**src/rtl/prng_pkg.sv**
```systemverilog
// prng_pkg: shared FSM state type, default LFSR constants and the symmetric clamp/sign-extend helper
package prng_pkg;
  typedef enum logic [1:0] {IDLE, STEP, HOLD} prng_state_t;
  localparam logic [31:0] TAPS_DEFAULT = 32'hA3000000;
  localparam logic [31:0] SEED_DEFAULT = 32'h8EAF696C;
  function automatic logic [31:0] clamp_sext(input logic [15:0] raw, input int w);
    logic [31:0] mask, v;
    mask = (32'd1 << w) - 32'd1;
    v = {16'd0, raw} & mask;
    return (v == (32'd1 << (w - 1))) ? 32'd0 : (v[w-1] ? (v | ~mask) : v);
  endfunction
endpackage

```
**src/rtl/prng_lfsr_ch.sv**
```systemverilog
// prng_lfsr_ch: one Fibonacci LFSR channel (clock, reset, step, load, load_value in; next-state out) with zero-seed guard
module prng_lfsr_ch #(
  parameter int W = 32,
  parameter logic [W-1:0] TAPS = '0,
  parameter logic [W-1:0] INIT = '1,
  parameter logic [W-1:0] DEFAULT_SEED = '1
) (
  input  logic         clock,
  input  logic         reset,
  input  logic         step,
  input  logic         load,
  input  logic [W-1:0] load_value,
  output logic [W-1:0] next
);
  logic [W-1:0] state;
  assign next = {state[W-2:0], ^(state & TAPS)};
  always_ff @(posedge clock or posedge reset)
    if (reset) state <= INIT;
    else if (load) state <= (load_value == '0) ? DEFAULT_SEED : load_value;
    else if (step) state <= next;
endmodule

```
**src/rtl/prng_bank.sv**
```systemverilog
// prng_bank: NUM_CH LFSR noise channels; seed load (seed_load/seed_ch/seed_value/seed_ack), req/rsp sample handshake, rsp_data and sample_count out
module prng_bank
  import prng_pkg::*;
#(
  parameter int NUM_CH = 4,
  parameter int LFSR_W = 32,
  parameter logic [LFSR_W-1:0] TAPS = LFSR_W'(TAPS_DEFAULT),
  parameter logic [LFSR_W-1:0] DEFAULT_SEED = LFSR_W'(SEED_DEFAULT),
  parameter int OUT_W = 4,
  parameter int STEPS_PER_SAMPLE = 4,
  localparam int CH_W = NUM_CH > 1 ? $clog2(NUM_CH) : 1
) (
  input  logic                  clock,
  input  logic                  reset,
  input  logic                  free_run,
  input  logic                  seed_load,
  input  logic [CH_W-1:0]       seed_ch,
  input  logic [LFSR_W-1:0]     seed_value,
  output logic                  seed_ack,
  input  logic                  req_valid,
  output logic                  req_ready,
  output logic                  rsp_valid,
  input  logic                  rsp_ready,
  output logic [32*NUM_CH-1:0]  rsp_data,
  output logic [15:0]           sample_count
);
  prng_state_t state, state_nx;
  logic [7:0] cnt;
  logic accept, load_ok, step_all, last;
  logic [LFSR_W-1:0] next [NUM_CH];
  logic [32*NUM_CH-1:0] sample;
  assign accept = state == IDLE && req_valid;
  assign load_ok = state == IDLE && seed_load && 32'(seed_ch) < NUM_CH;
  assign step_all = state == STEP || (state == IDLE && free_run && !req_valid);
  assign last = state == STEP && cnt == 8'd0;
  assign req_ready = state == IDLE;
  assign rsp_valid = state == HOLD;
  always_comb
    state_nx = state == IDLE ? (req_valid ? STEP : IDLE) :
               state == STEP ? (cnt == 8'd0 ? HOLD : STEP) :
               (rsp_ready ? IDLE : HOLD);
  for (genvar c = 0; c < NUM_CH; c++) begin : g_ch
    localparam int R = (8 * c) % LFSR_W;
    localparam logic [LFSR_W-1:0] INIT = (DEFAULT_SEED << R) | (DEFAULT_SEED >> ((LFSR_W - R) % LFSR_W));
    prng_lfsr_ch #(.W(LFSR_W), .TAPS(TAPS), .INIT(INIT), .DEFAULT_SEED(DEFAULT_SEED)) u_ch (
      .clock,
      .reset,
      .step(step_all),
      .load(load_ok && 32'(seed_ch) == c),
      .load_value(seed_value),
      .next(next[c])
    );
    assign sample[32*c +: 32] = clamp_sext(16'(next[c][OUT_W-1:0]), OUT_W);
  end
  always_ff @(posedge clock or posedge reset)
    if (reset) begin
      state <= IDLE;
      cnt <= '0;
      rsp_data <= '0;
      seed_ack <= 1'b0;
      sample_count <= '0;
    end else begin
      state <= state_nx;
      seed_ack <= load_ok;
      if (accept) cnt <= 8'(STEPS_PER_SAMPLE - 1);
      else if (state == STEP && cnt != 8'd0) cnt <= cnt - 8'd1;
      if (last) rsp_data <= sample;
      if (state == HOLD && rsp_ready) sample_count <= sample_count + 16'd1;
    end
endmodule

```
**config.mk**
```make
export PLATFORM = sky130hd
export DESIGN_NAME = prng_bank
export DESIGN_NICKNAME = d
export VERILOG_FILES = /design/src/rtl/prng_pkg.sv /design/src/rtl/prng_lfsr_ch.sv /design/src/rtl/prng_bank.sv
export SDC_FILE = /design/constraint.sdc
export NUM_CORES = 1
export LEC_CHECK = 0
export ABC_AREA = 1
export ABC_CLOCK_PERIOD_IN_PS = 8450
export BUFFER_PORTS_ARGS = -buffer_cell sky130_fd_sc_hd__buf_4
export CORE_ASPECT_RATIO = 2
export CORE_MARGIN = 2
export CORE_UTILIZATION = 30
export CTS_BUF_LIST = sky130_fd_sc_hd__clkbuf_16
export CTS_CLUSTER_DIAMETER = 30
export DETAILED_ROUTE_END_ITERATION = 10
export HOLD_SLACK_MARGIN = 0.12
export REMOVE_ABC_BUFFERS = 1
export SKIP_LAST_GASP = 1
export SYNTH_ARGS = -nofsm -noshare
export SYNTH_HDL_FRONTEND = slang
export SYNTH_SLANG_ARGS = --single-unit
```
**constraint.sdc**
```tcl
create_clock -name clock -period 8.45 [get_ports clock]
set_input_delay 0.4225 -clock clock [delete_from_list [all_inputs] [get_ports clock]]
set_output_delay 0.4225 -clock clock [all_outputs]
set_load 0.005 [all_outputs]
```
; ---- After elaboration in Yosys (flattened, before gate mapping)
; Index checks and enable logic that the tools add are counted.
[totals]
latch_bits = 0
output_inout_bits = 147
register_bits = 283
mem_bits_rw = 0
mem_count = 0
mem_bits_ro = 0
in_bits = 40
[op_classes]
div_mod_pow = 0
addsub = 2
reduce_logical = 27
n_lt_le_gt_ge = 0
muxes = 24
shifts = 0
eq_ne = 9
bitwise = 0
n_mul = 0
[op_table]
columns = cell, n
row1 = $mux W32, 17
row2 = $reduce_xor A32 Y1, 4
row3 = $logic_not A32 Y1, 1
row4 = $add A16 B1 Y16 const B, 1
row5 = $eq A4 B4 Y1 const B, 4
row6 = $mux W8, 2
row7 = $logic_and A1 B1 Y1, 11
row8 = $reduce_bool A2 Y1, 5
row9 = $logic_not A8 Y1, 1
row10 = $mux W2, 4
row11 = $reduce_bool A8 Y1, 1
row12 = $sub A8 B1 Y8 const B, 1
row13 = $eq A2 B2 Y1 const B, 3
row14 = $eq A2 B1 Y1 const B, 2
row15 = $logic_not A2 Y1, 2
row16 = $logic_not A1 Y1, 1
row17 = $logic_or A1 B1 Y1, 1
row18 = $mux W1, 1

; ---- Longest topological paths before layout
; Gate-level depths: netlist of the first run.
[depth]
word_depth = 6
mapped_depth = 9
mapped_depth_nobuf = 9

; ---- Hierarchy
; Synthesis of the first run repeated with hierarchy kept, for this count alone.
[hier_totals]
hier_cells = 1553
area_unflattened_um2 = 11253.3
[modules_own_cells]
columns = module, cells_per_inst, seq_area_each_um2, instances, area_per_inst_um2
row1 = prng_lfsr_ch, 294, 823.3, 4, 2077.0
row2 = prng_bank, 377, 1076.0, 1, 2945.3

; ---- Worst setup path after synthesis of the first run
; Ideal clock, no wire load.
[synth_path]
kind = register to register
startpoint = reg cnt[0]
endpoint = reg rsp_data[31]
setup_time_ns = 0.128
path_buffers = 1
stages_incl_launch_ff = 9
path_slack_ns = 6.814
arrival_ns = 1.509
period_less_slack_ns = 1.636
cell_sequence = dfrtp_1 > inv_1 > ha_1 > nand3_1 > nor2_2 > nand2_2 > clkbuf_1 > nand2_1 > o21ai_0
[synth_via]
elab_chain_len = 2
[synth_lines]
columns = element, line_no
row1 = "start, declared", prng_bank.sv:28  ; logic [7:0] cnt;
row2 = "start signal, assigned", prng_bank.sv:65  ; if (accept) cnt <= 8'(STEPS_PER_SAMPLE - 1);
row3 = "start signal, assigned", prng_bank.sv:66  ; else if (state == STEP && cnt != 8'd0) cnt <= cnt - 8'd1;
row4 = $logic_not A8 Y1, prng_bank.sv:35  ; assign last = state == STEP && cnt == 8'd0;
row5 = $logic_and A1 B1 Y1, prng_bank.sv:35
row6 = "end signal, assigned", prng_bank.sv:67  ; if (last) rsp_data <= sample;
row7 = "end, declared", prng_bank.sv:24  ; output logic [32*NUM_CH-1:0] rsp_data,
; Every way passes these cells.
; A chain may end at the register's enable or synchronous reset.

; ---- Worst setup path in the final report of the first run
[layout_path]
startpoint = reg state[1]
endpoint = reg g_ch[0].u_ch.state[27]
[layout_via]
elab_chain_len = 5
word_cells_on_any_way = 9
[layout_lines]
columns = element, line_no
row1 = "start, declared", prng_bank.sv:27  ; prng_state_t state, state_nx;
row2 = "start signal, assigned", prng_bank.sv:63  ; state <= state_nx;
row3 = $logic_not A2 Y1, "prng_bank.sv:33, prng_bank.sv:34"
row4 = $logic_and A1 B1 Y1 (2 in series), prng_bank.sv:34  ; assign step_all = state == STEP || (state == IDLE && free_run && !req_valid);
row5 = $logic_or A1 B1 Y1, prng_bank.sv:34
row6 = $reduce_bool A2 Y1 (no line), --
row7 = "end signal, assigned", prng_lfsr_ch.sv:19  ; else if (load) state <= (load_value == '0) ? DEFAULT_SEED : load_value;
row8 = "end signal, assigned", prng_lfsr_ch.sv:20  ; else if (step) state <= next;
row9 = "end, declared", prng_lfsr_ch.sv:15  ; logic [W-1:0] state;
; Several ways; a longest one is shown, not always the timed one.

==> impl_metrics.json, run 1 <==
{
  "drt_wl_total_um": 24000,
  "avgSynthCellArea_sq_um": 7.44,
  "finish.net_count": 1366,
  "synth-seq-area-share_pct": 46.1,
  "swShare_pct": 39.1,
  "hold_viol": 0,
  "cts_buffer_depth": 2,
  "drtAntennaViolNets": 0,
  "vias": 8015,
  "ys_warn_count": 0,
  "critPathKind": "reg2reg",
  "synth_seq_cells": 171,
  "clk_latency_ns": 0.43,
  "finClkSkew_ns": 0.0103,
  "rsz0062_at_grt": "no",
  "clkPwrFrac_pct": 21.0,
  "fin_crit_ns": 3.44,
  "io_buffers": 186,
  "cpMostUsedCell": "nand2_1",
  "grt-ovfl-total": 0,
  "gr-usage-all-layers_pct": 14.7,
  "fin_ws_ns": 5.01,
  "syn-instance-count": 1272,
  "sequentialPowerShare_pct": 39.0,
  "crit_slowest_cell": "inv_1",
  "antenna_found_initial": 0,
  "timing.critical_path.cells": "nor2_4, nand4_2, inv_1, nor2_2, nand2_1, nand2_1, inv_1, nand2_1",
  "fmax_ghz": 0.291,
  "cts_resized": 0,
  "post-cts-setup-buffer-count": 0,
  "drv_slew": 0,
  "critPathMaxStageDelay_ns": 1.16,
  "grt_max_degree": 111,
  "arrival_ns": 3.80,
  "synth_largest_area_cell": "dfrtp_1",
  "final_cell_mix": "nand2_1 (488), buf_4 (193), nand3_1 (107)",
  "cts-root-buf": "clkbuf_16",
  "slew_headroom_pct": 27.1,
  "die_x_um": 130,
  "drive_gt1_share_pct": 23.6,
  "gp_congestion": 0.793,
  "cts_sinks": 171,
  "hold_slack_ns": 0.198,
  "cellLeakagePower_uw": 0.00554,
  "wl_per_cell_um": 13.7,
  "die-area_sq_mm": 0.0331,
  "start_util_pct": 30.2,
  "vias_per_cell": 4.55,
  "layout_commonest_cell": "nand2_1",
  "num_rows": 92,
  "cts_buffers": 17,
  "path_max_fanout": 33,
  "synth_cell_types": 29,
  "syn_area_sq_mm": 0.00947,
  "hpwl_um": 15900,
  "first_pass_iters": 5,
  "setup_violations": 0,
  "critPathRequiredTime_ns": 8.81,
  "initialDrtViolationCount": 654,
  "p_switching_uw": 1400,
  "grt_pass1_vias": 7557,
  "drcViolationCount": 0,
  "cts_tree": "done",
  "critPathCaptureType": "flop",
  "io_pins": 187,
  "antennaDiodeCount": 0,
  "synthTopCellsByArea": "dfrtp_1 (26%), dfstp_2 (20%), nand2_1 (19%)",
  "ir_worst_vdd_uv": 156,
  "fillers": 3398,
  "fin_crit_sh_pct": 40.7,
  "p_comb_share_pct": 40.0,
  "powerDensity_mw_per_mm2": 326,
  "critPathTopFamily": "simple AND/OR/NAND/NOR gates",
  "final.setup.tns_ns": 0,
  "hold_path_class": "in2async",
  "p_int_uw": 2180,
  "timing.critical_path.buf_inv": 2,
  "coreArea_sq_mm": 0.0313,
  "place_ws_ns": 5.00,
  "start_kind": "flop",
  "cts.clk_slew.worst_paths_ns": 0.07,
  "htreeDepth": 4,
  "die_h_um": 255,
  "status": "complete, no violations",
  "grt_pass1_wl_um": 38900,
  "yosysTopAreaCellShare_pct": 26.2,
  "synthToLayoutAreaGrowth_pct": 15.8,
  "drv_cap": 0,
  "tightestPinTransition_ns": 1.09,
  "postCtsHoldBufs": 0
}
-- cell families (layout without fill, tap and decap cells) --
logic type | count (synthesis) | count (layout) | share of synthesized area (%)
AO/OA/AOI/OAI | 106 | 106 | 6.33
XOR/XNOR | 18 | 18 | 1.66
adder cells (fa/ha/maj) | 2 | 2 | 0.264
buffers and inverters | 267 | 332 | 15.3
flip-flops | 171 | 171 | 46.1
AND/OR/NAND/NOR | 708 | 708 | 30.3
-- metrics by stage --
stage | cells | power [uW] | utilization, % | area (sq um)
detailed placement | 1728 | 2850 | 33.2 | 10400
floorplan | 1112 | 2240 | - | 8420
CTS | 1760 | 3610 | 35.0 | 11000
finish | 1760 | 3580 | 35.0 | 11000
global placement | 1728 | 2820 | 33.2 | 10400
global route | 1760 | 3870 | 35.0 | 11000
-- worst paths after layout --
path,slack (ns),cells after the start,endpoint,start
max in group asynchronous,6.82,3,g_ch[2].u_ch.state[8]$_DFFE_PP0P_,reset
hold / removal,0.20,2,cnt[6]$_DFFE_PP0P_,reset
min in group clock,0.20,2,state[1]$_DFF_PP0_,rsp_ready
setup / recovery,5.01,8,g_ch[0].u_ch.state[27]$_DFFE_PP1P_,state[1]$_DFF_PP0_
setup reg to reg,5.01,8,g_ch[0].u_ch.state[27]$_DFFE_PP1P_,state[1]$_DFF_PP0_
hold reg to reg,0.48,2,g_ch[0].u_ch.state[20]$_DFFE_PP0P_,g_ch[0].u_ch.state[20]$_DFFE_PP0P_
-- metal layers --
metal | vias to the layer above | track usage, % | share of wire (%)
met5 | - | 0 | 0
met4 | 0 | 3.63 | 1.4
met3 | 26 | 2.45 | 6.3
met2 | 307 | 24.4 | 46
met1 | 3722 | 20.0 | 46
li1 | 3960 | - | -
-- Yosys cell counts --
| library cell | instances |
|---|---|
| or2_2 | 1 |
| nor2_4 | 1 |
| ha_1 | 2 |
| xor2_1 | 6 |
| nor2_2 | 7 |
| o21ai_0 | 37 |
| nand2_2 | 1 |
| inv_2 | 6 |
| inv_1 | 100 |
| clkinv_1 | 1 |
| nand3_1 | 107 |
| nand4_2 | 3 |
| dfrtp_1 | 99 |
| o211ai_1 | 23 |
| buf_4 | 112 |
| buf_1 | 2 |
| nor2_1 | 92 |
| nand3b_1 | 2 |
| a21oi_1 | 42 |
| nand2_1 | 488 |
| o21ai_1 | 3 |
| clkbuf_1 | 25 |
| nor3_1 | 1 |
| xnor2_1 | 12 |
| dfstp_2 | 72 |
| nand4_1 | 4 |
| a21oi_4 | 1 |
| buf_2 | 21 |
| and3_1 | 1 |
-- power by group through the flow --
stage                     clock (uW)  sequential (uW)  combinational [uW]
after floorplan                    0             1380                 856
after global placement             0             1400                1420
after detailed placement           0             1410                1440
after CTS                        765             1400                1450
after global routing             800             1440                1630
final                            750             1400                1430
-- state kept, by name (all words and copies together), names as in the netlist --
name and cells:
cnt 8, g_ch.u_ch.state 128, rsp_data 16, sample_count 16, seed_ack 1, state 2
-- worst reg2reg max path: stages, from the launching register on --
cell	delay, ns
dfrtp_1	0.47
nor2_4	0.22
nand4_2	0.74
inv_1	1.18
nor2_2	0.43
nand2_1	0.16
nand2_1	0.06
inv_1	0.05
nand2_1	0.04
-- cell type report --
| cell class | count | area [sq um] | area share (%) |
|---|---|---|---|
| clock buffer | 17 | 425 | 3.88 |
| tap | 423 | 529 | 4.83 |
| multi-input combinational | 834 | 3650 | 33.3 |
| clock inverter | 15 | 128 | 1.16 |
| timing repair buffer | 193 | 1450 | 13.2 |
| sequential | 171 | 4370 | 39.9 |
| inverter | 107 | 407 | 3.71 |
Power figures use the tool's default switching activity.
==> run 2: changes to the inputs <==
Settings changed: ABC_CLOCK_PERIOD_IN_PS 8450 to 2800.
Clock period 8.45 ns to 2.8 ns, I/O delays scaled along.
==> run 2 against run 1 <==
  * Flip-flop and latch count stayed put
  * Die area stayed put
  * Largest cell class unchanged
  * Fmax is 61% higher
==> impl_metrics.json, run 2 (same netlist as run 1, synthesis figures left out) <==
{
  "fin_crit_ns": 2.14,
  "drt_wl_total_um": 24700,
  "coreArea_sq_mm": 0.0313,
  "ff2ff_setup_slack_ns": 0.66,
  "io_pins": 187,
  "largest_reg_flops": 128,
  "antenna_found_initial": 0,
  "total_power_uw": 11100,
  "fillers": 3352,
  "grt_max_degree": 59,
  "p_comb_share_pct": 40.0,
  "htreeDepth": 4,
  "antennaDiodeCount": 0,
  "drtAntennaViolNets": 0,
  "hold_slack_ns": 0.153,
  "cts.clk_slew.worst_paths_ns": 0.06,
  "worstRegToRegCells": 8,
  "powerDensity_mw_per_mm2": 981,
  "ir_worst_vdd_uv": 507,
  "start_util_pct": 30.2,
  "top_register": "g_ch.u_ch.state",
  "finish.net_count": 1401,
  "fin_crit_sh_pct": 76.6,
  "endpoint": "g_ch[0].u_ch.state[16]$_DFFE_PP1P_",
  "cts_buffer_depth": 2,
  "fmax_ghz": 0.466,
  "cts-root-buf": "clkbuf_16",
  "gr-usage-all-layers_pct": 15.2,
  "clk_latency_ns": 0.43,
  "rsz0062_at_grt": "no",
  "tightestPinTransition_ns": 1.33,
  "io_buffers": 186,
  "path_max_fanout": 23,
  "initialDrtViolationCount": 515,
  "fin_ws_ns": 0.656,
  "critPathRequiredTime_ns": 3.17,
  "final_cell_mix": "nand2_1 (488), buf_4 (210), nand3_1 (107)",
  "start_kind": "flop",
  "drv_slew": 0,
  "cellLeakagePower_uw": 0.00573,
  "r2r_start": "state[1]$_DFF_PP0_",
  "critPathCaptureType": "flop",
  "die_h_um": 255,
  "reg2reg_to": "g_ch[0].u_ch.state[16]$_DFFE_PP1P_",
  "min_from": "seed_value[17]",
  "place_inst": 1746,
  "slew_headroom_pct": 11.5,
  "instances_no_fill": 1795,
  "drive_gt1_share_pct": 24.2,
  "wl_per_cell_um": 13.8,
  "layout_commonest_cell": "nand2_1",
  "post-cts-setup-buffer-count": 0,
  "p_int_uw": 6900,
  "clkPwrFrac_pct": 22.2,
  "finClkSkew_ns": 0.0105,
  "cts_sinks": 171,
  "status": "complete, no violations",
  "largestRegisters": "g_ch.u_ch.state (128), rsp_data (16), sample_count (16)",
  "sequentialPowerShare_pct": 37.8,
  "cts_buffers": 17,
  "drv_cap": 0,
  "die-area_sq_mm": 0.0331,
  "setup_violations": 0,
  "arrival_ns": 2.51,
  "grt_pass1_vias": 7760,
  "grt-ovfl-total": 0,
  "final_util_pct": 36.2,
  "p_switching_uw": 4210,
  "hpwl_um": 16800,
  "place_ws_ns": 0.689,
  "die_x_um": 130,
  "first_pass_iters": 5,
  "hold_path_class": "in2reg",
  "crit_start": "state[1]$_DFF_PP0_",
  "gp_congestion": 0.815,
  "grt_pass1_wl_um": 40000,
  "critPathKind": "reg2reg",
  "num_rows": 92,
  "cts_tree": "done",
  "vias_per_cell": 4.50,
  "vias": 8073,
  "synthToLayoutAreaGrowth_pct": 19.7,
  "hold_viol": 0,
  "swShare_pct": 37.9,
  "drcViolationCount": 0
}
-- run 2: cell types whose count changed in the layout (fill, tap and decap cells not counted) --
cell | previous run | this run
dlygate4sd3_1 | 0 | 17
inv_6 | 4 | 2
bufinv_16 | 1 | 4
clkinv_1 | 3 | 4
buf_12 | 0 | 1
clkinv_4 | 3 | 0
clkinv_2 | 0 | 1
buf_4 | 193 | 210
-- run 2: per-layer routing --
metal	global-route usage (%)	part of all wire [%]
met4	3.72	1.2
met1	20.8	47
met5	0	0
met3	2.65	6.8
met2	24.9	45
-- run 2: power by group through the flow --
stage	clock network [uW]	registers (uW)	logic, uW
2_1_floorplan	0	4170	2580
3_3_place_gp	0	4230	4380
3_5_place_dp	0	4240	4450
4_1_cts	2520	4210	4480
5_1_grt	2610	4340	5080
6_report	2470	4200	4450
-- run 2: worst min path at each step --
| stage | cells past startpoint | to | slack, ns |
|---|---|---|---|
| after floorplan | 1 | state[1]$_DFF_PP0_ | 0.24 |
| after global placement | 2 | cnt[4]$_DFFE_PP0P_ | 0.25 |
| after detailed placement | 2 | cnt[5]$_DFFE_PP0P_ | 0.24 |
| after CTS | 6 | g_ch[1].u_ch.state[25]$_DFFE_PP1P_ | 0.14 |
| after global routing | 6 | g_ch[2].u_ch.state[8]$_DFFE_PP0P_ | 0.18 |
| final | 5 | g_ch[2].u_ch.state[17]$_DFFE_PP0P_ | 0.15 |
-- run 2: final cells by class --
cell class | instances | area, sq um | area share [%]
well taps | 423 | 529 | 4.67
multi-input cells | 834 | 3650 | 32.2
clock inverters | 15 | 183 | 1.61
repair buffers | 228 | 1770 | 15.6
clock buffers | 17 | 425 | 3.75
flip-flops and latches | 171 | 4370 | 38.6
inverters | 107 | 407 | 3.59
-- run 2: what timing repair did --
action,4_1_cts,5_1_grt
hold endpoints to repair,92,0
gates resized for setup,0,0
setup endpoints to repair,0,0
hold buffers,17,0
-- run 2: metrics by stage --
stage | setup TNS, ns | instance area (sq um)
2_1_floorplan | -230.48 | 8420
3_3_place_gp | 0 | 10600
3_5_place_dp | 0 | 10600
4_1_cts | 0 | 11300
5_1_grt | 0 | 11300
6_report | 0 | 11300
-- run 2: worst max-delay path, stage by stage (launching register included) --
cell	delay, ns
dfrtp_1	0.50
nor2_4	0.11
nand4_2	0.09
inv_1	0.06
nor2_2	0.99
nand2_1	0.12
nand2_1	0.11
inv_1	0.04
nand2_1	0.05
==> run 3: changes to the inputs <==
Settings changed: ABC_AREA 1 to 0, ABC_CLOCK_PERIOD_IN_PS 2800 to 2200.
Clock period 2.8 ns to 2.2 ns, I/O delays scaled along.
==> run 3 against run 2 <==
  * Die area decreased by 5.0%
  * Utilization increased by 0.75 points
  * Sequential power grew 45%
  * Cell area fell by 3.8%
  * Flip-flop and latch count did not move
  * Count of clock-buffer cells in the layout stayed put
==> impl_metrics.json, run 3 <==
{
  "post-cts-setup-buffer-count": 0,
  "drv_slew": 0,
  "drive_gt1_share_pct": 29.8,
  "cts_tree": "done",
  "synth_ff_type": "dfrtp_1",
  "cts_buffer_depth": 2,
  "cpMostUsedCell": "buf_4",
  "critPathKind": "in2reg",
  "powerDensity_mw_per_mm2": 1440,
  "die_h_um": 249,
  "top_register": "g_ch.u_ch.state",
  "clk_latency_ns": 0.43,
  "arrival_ns": 2.29,
  "synth_commonest_cells": "nand2_1 (261), nor2_1 (135), buf_4 (112)",
  "path_max_fanout": 36,
  "clkPwrFrac_pct": 19.7,
  "cts_resized": 0,
  "largest_reg_flops": 128,
  "synth_seq_cells": 171,
  "drtAntennaViolNets": 0,
  "wl_per_cell_um": 15.7,
  "first_pass_iters": 5,
  "tightestPinTransition_ns": 0.846,
  "critPathCaptureType": "flop",
  "cts-root-buf": "clkbuf_16",
  "synthTopCellsByArea": "dfrtp_1 (28%), dfstp_2 (21%), nand2_1 (11%)",
  "hold_path_class": "in2reg",
  "syn-instance-count": 1000,
  "synth_cell_types": 45,
  "critPathMaxStageDelay_ns": 0.53,
  "ir_worst_vdd_uv": 587,
  "swShare_pct": 35.7,
  "syn_area_sq_mm": 0.00898,
  "die_x_um": 126,
  "start_util_pct": 30.4,
  "die-area_sq_mm": 0.0314,
  "drv_cap": 0,
  "start_kind": "input pin",
  "synthToLayoutAreaGrowth_pct": 21.4,
  "stdcell_area_sq_mm": 0.0109,
  "hold_slack_ns": 0.158,
  "io_pins": 187,
  "p_switching_uw": 5600,
  "fin_crit_ns": 1.95,
  "yosysTopAreaCellShare_pct": 27.6,
  "finClkSkew_ns": 0.00645,
  "final_cell_mix": "nand2_1 (261), buf_4 (197), nor2_1 (135)",
  "largestRegisters": "g_ch.u_ch.state (128), rsp_data (16), sample_count (16)",
  "timing.critical_path.buf_inv": 3,
  "cellLeakagePower_uw": 0.00484,
  "yosysMostFrequentCell": "nand2_1",
  "timing.critical_path.cells": "dlygate4sd3_1, buf_4, nor4_1, nand4_1, or2_2, buf_4, a32oi_1",
  "grt_max_degree": 86,
  "async_flop_share_pct": 100,
  "num_rows": 89,
  "fillers": 2999,
  "p_comb_share_pct": 41.6,
  "synth_edf_count": 0,
  "hold_viol": 0,
  "gp_congestion": 0.797,
  "grt_pass1_vias": 6963,
  "synth_largest_area_cell": "dfrtp_1",
  "fmax_ghz": 0.514,
  "crit_slowest_cell": "dlygate4sd3_1",
  "vias_per_cell": 4.94,
  "cts_buffers": 17,
  "avgSynthCellArea_sq_um": 8.98,
  "setup_violations": 0,
  "dpl-instance-area_sq_mm": 0.00994,
  "critPathRequiredTime_ns": 2.55,
  "synth-seq-area-share_pct": 48.7,
  "p_int_uw": 10100,
  "fin_crit_sh_pct": 88.5,
  "antenna_found_initial": 2,
  "grt-ovfl-total": 0,
  "status": "complete, no violations",
  "hpwl_um": 15500,
  "layout_commonest_cell": "nand2_1",
  "final.setup.tns_ns": 0,
  "ys_warn_count": 0,
  "coreArea_sq_mm": 0.0295,
  "htreeDepth": 4,
  "drcViolationCount": 0,
  "cts.clk_slew.worst_paths_ns": 0.06,
  "io_buffers": 186,
  "grt_pass1_wl_um": 36900,
  "gr-usage-all-layers_pct": 14.6,
  "critPathTopFamily": "simple AND/OR/NAND/NOR gates",
  "finish.net_count": 1124,
  "slew_headroom_pct": 43.6,
  "drt_wl_total_um": 23000,
  "sequentialPowerShare_pct": 38.7,
  "rsz0062_at_grt": "no",
  "cts_sinks": 171,
  "vias": 7223,
  "initialDrtViolationCount": 539
}
-- run 3: kinds of logic (layout without fill, tap and decap cells) --
kind of cell,Yosys count,after routing,share of synthesized area [%]
multiplexers,14,14,1.74
AO/OA/AOI/OAI,155,155,12.8
buffers and inverters,184,279,13.2
adder cells (fa/ha/maj),2,2,0.279
AND/OR/NAND/NOR,445,445,20.5
other,0,2,0
XOR/XNOR,29,29,2.83
flip-flops,171,171,48.7
-- run 3: metal layers --
| metal | part of all wire (%) | vias to the layer above | GRT usage (%) |
|---|---|---|---|
| met2 | 54 | 217 | 26.6 |
| met1 | 38 | 3514 | 16.1 |
| li1 | - | 3462 | - |
| met4 | 3.0 | 0 | 6.53 |
| met3 | 4.4 | 30 | 2.86 |
| met5 | 0 | - | 0 |
-- run 3: final cells by class --
cell class	count	area (sq um)	area share (%)
sequential	171	4370	40.1
multi-input combinational	645	3450	31.7
timing repair buffer	241	2000	18.3
tap	364	455	4.18
clock buffer	17	425	3.90
clock inverter	15	168	1.54
inverter	6	27.5	0.252
antenna	2	5.00	0.0459
-- run 3: path summary, 6_finish.rpt --
check | startpoint | endpoint | slack, ns | cells after the start
hold / removal | seed_ch[1] | g_ch[3].u_ch.state[0]$_DFFE_PP1P_ | 0.16 | 4
hold reg to reg | sample_count[15]$_DFFE_PP0P_ | sample_count[15]$_DFFE_PP0P_ | 0.48 | 1
min in group asynchronous | reset | sample_count[10]$_DFFE_PP0P_ | 0.17 | 3
setup / recovery | seed_value[8] | g_ch[1].u_ch.state[31]$_DFFE_PP1P_ | 0.25 | 7
setup reg to reg | cnt[1]$_DFFE_PP0P_ | cnt[4]$_DFFE_PP0P_ | 0.27 | 6
max in group asynchronous | reset | g_ch[1].u_ch.state[31]$_DFFE_PP1P_ | 1.25 | 4
-- run 3: metrics by stage --
stage / util (%) / power, uW / setup WS (ns) / instances
floorplan: - / 9350 / -5.37 / 822
global placement: 33.7 / 12500 / 0.349 / 1391
detailed placement: 33.7 / 12700 / 0.294 / 1391
CTS: 36.9 / 15900 / 0.245 / 1459
global route: 36.9 / 16800 / 0.0718 / 1461
finish: 36.9 / 15700 / 0.253 / 1461
-- run 3: timing repair --
item                                    4_1_cts  5_1_grt
hold buffers                                 36        0
endpoints found under the setup margin        0        0
hold endpoints to repair                    241        0
-- run 3: tightest hold or removal path: stages --
cell     delay (ns)
buf_4          0.12
nand3_2        0.06
buf_4          0.19
o22ai_1        0.10
-- run 3: power by group through the flow --
stage,Sequential (uW),Combinational (uW),Clock (uW)
after floorplan,6010,3350,0
after global placement,6070,6390,0
after detailed placement,6130,6550,0
after CTS,6090,6630,3170
after global routing,6320,7200,3300
final,6070,6520,3090
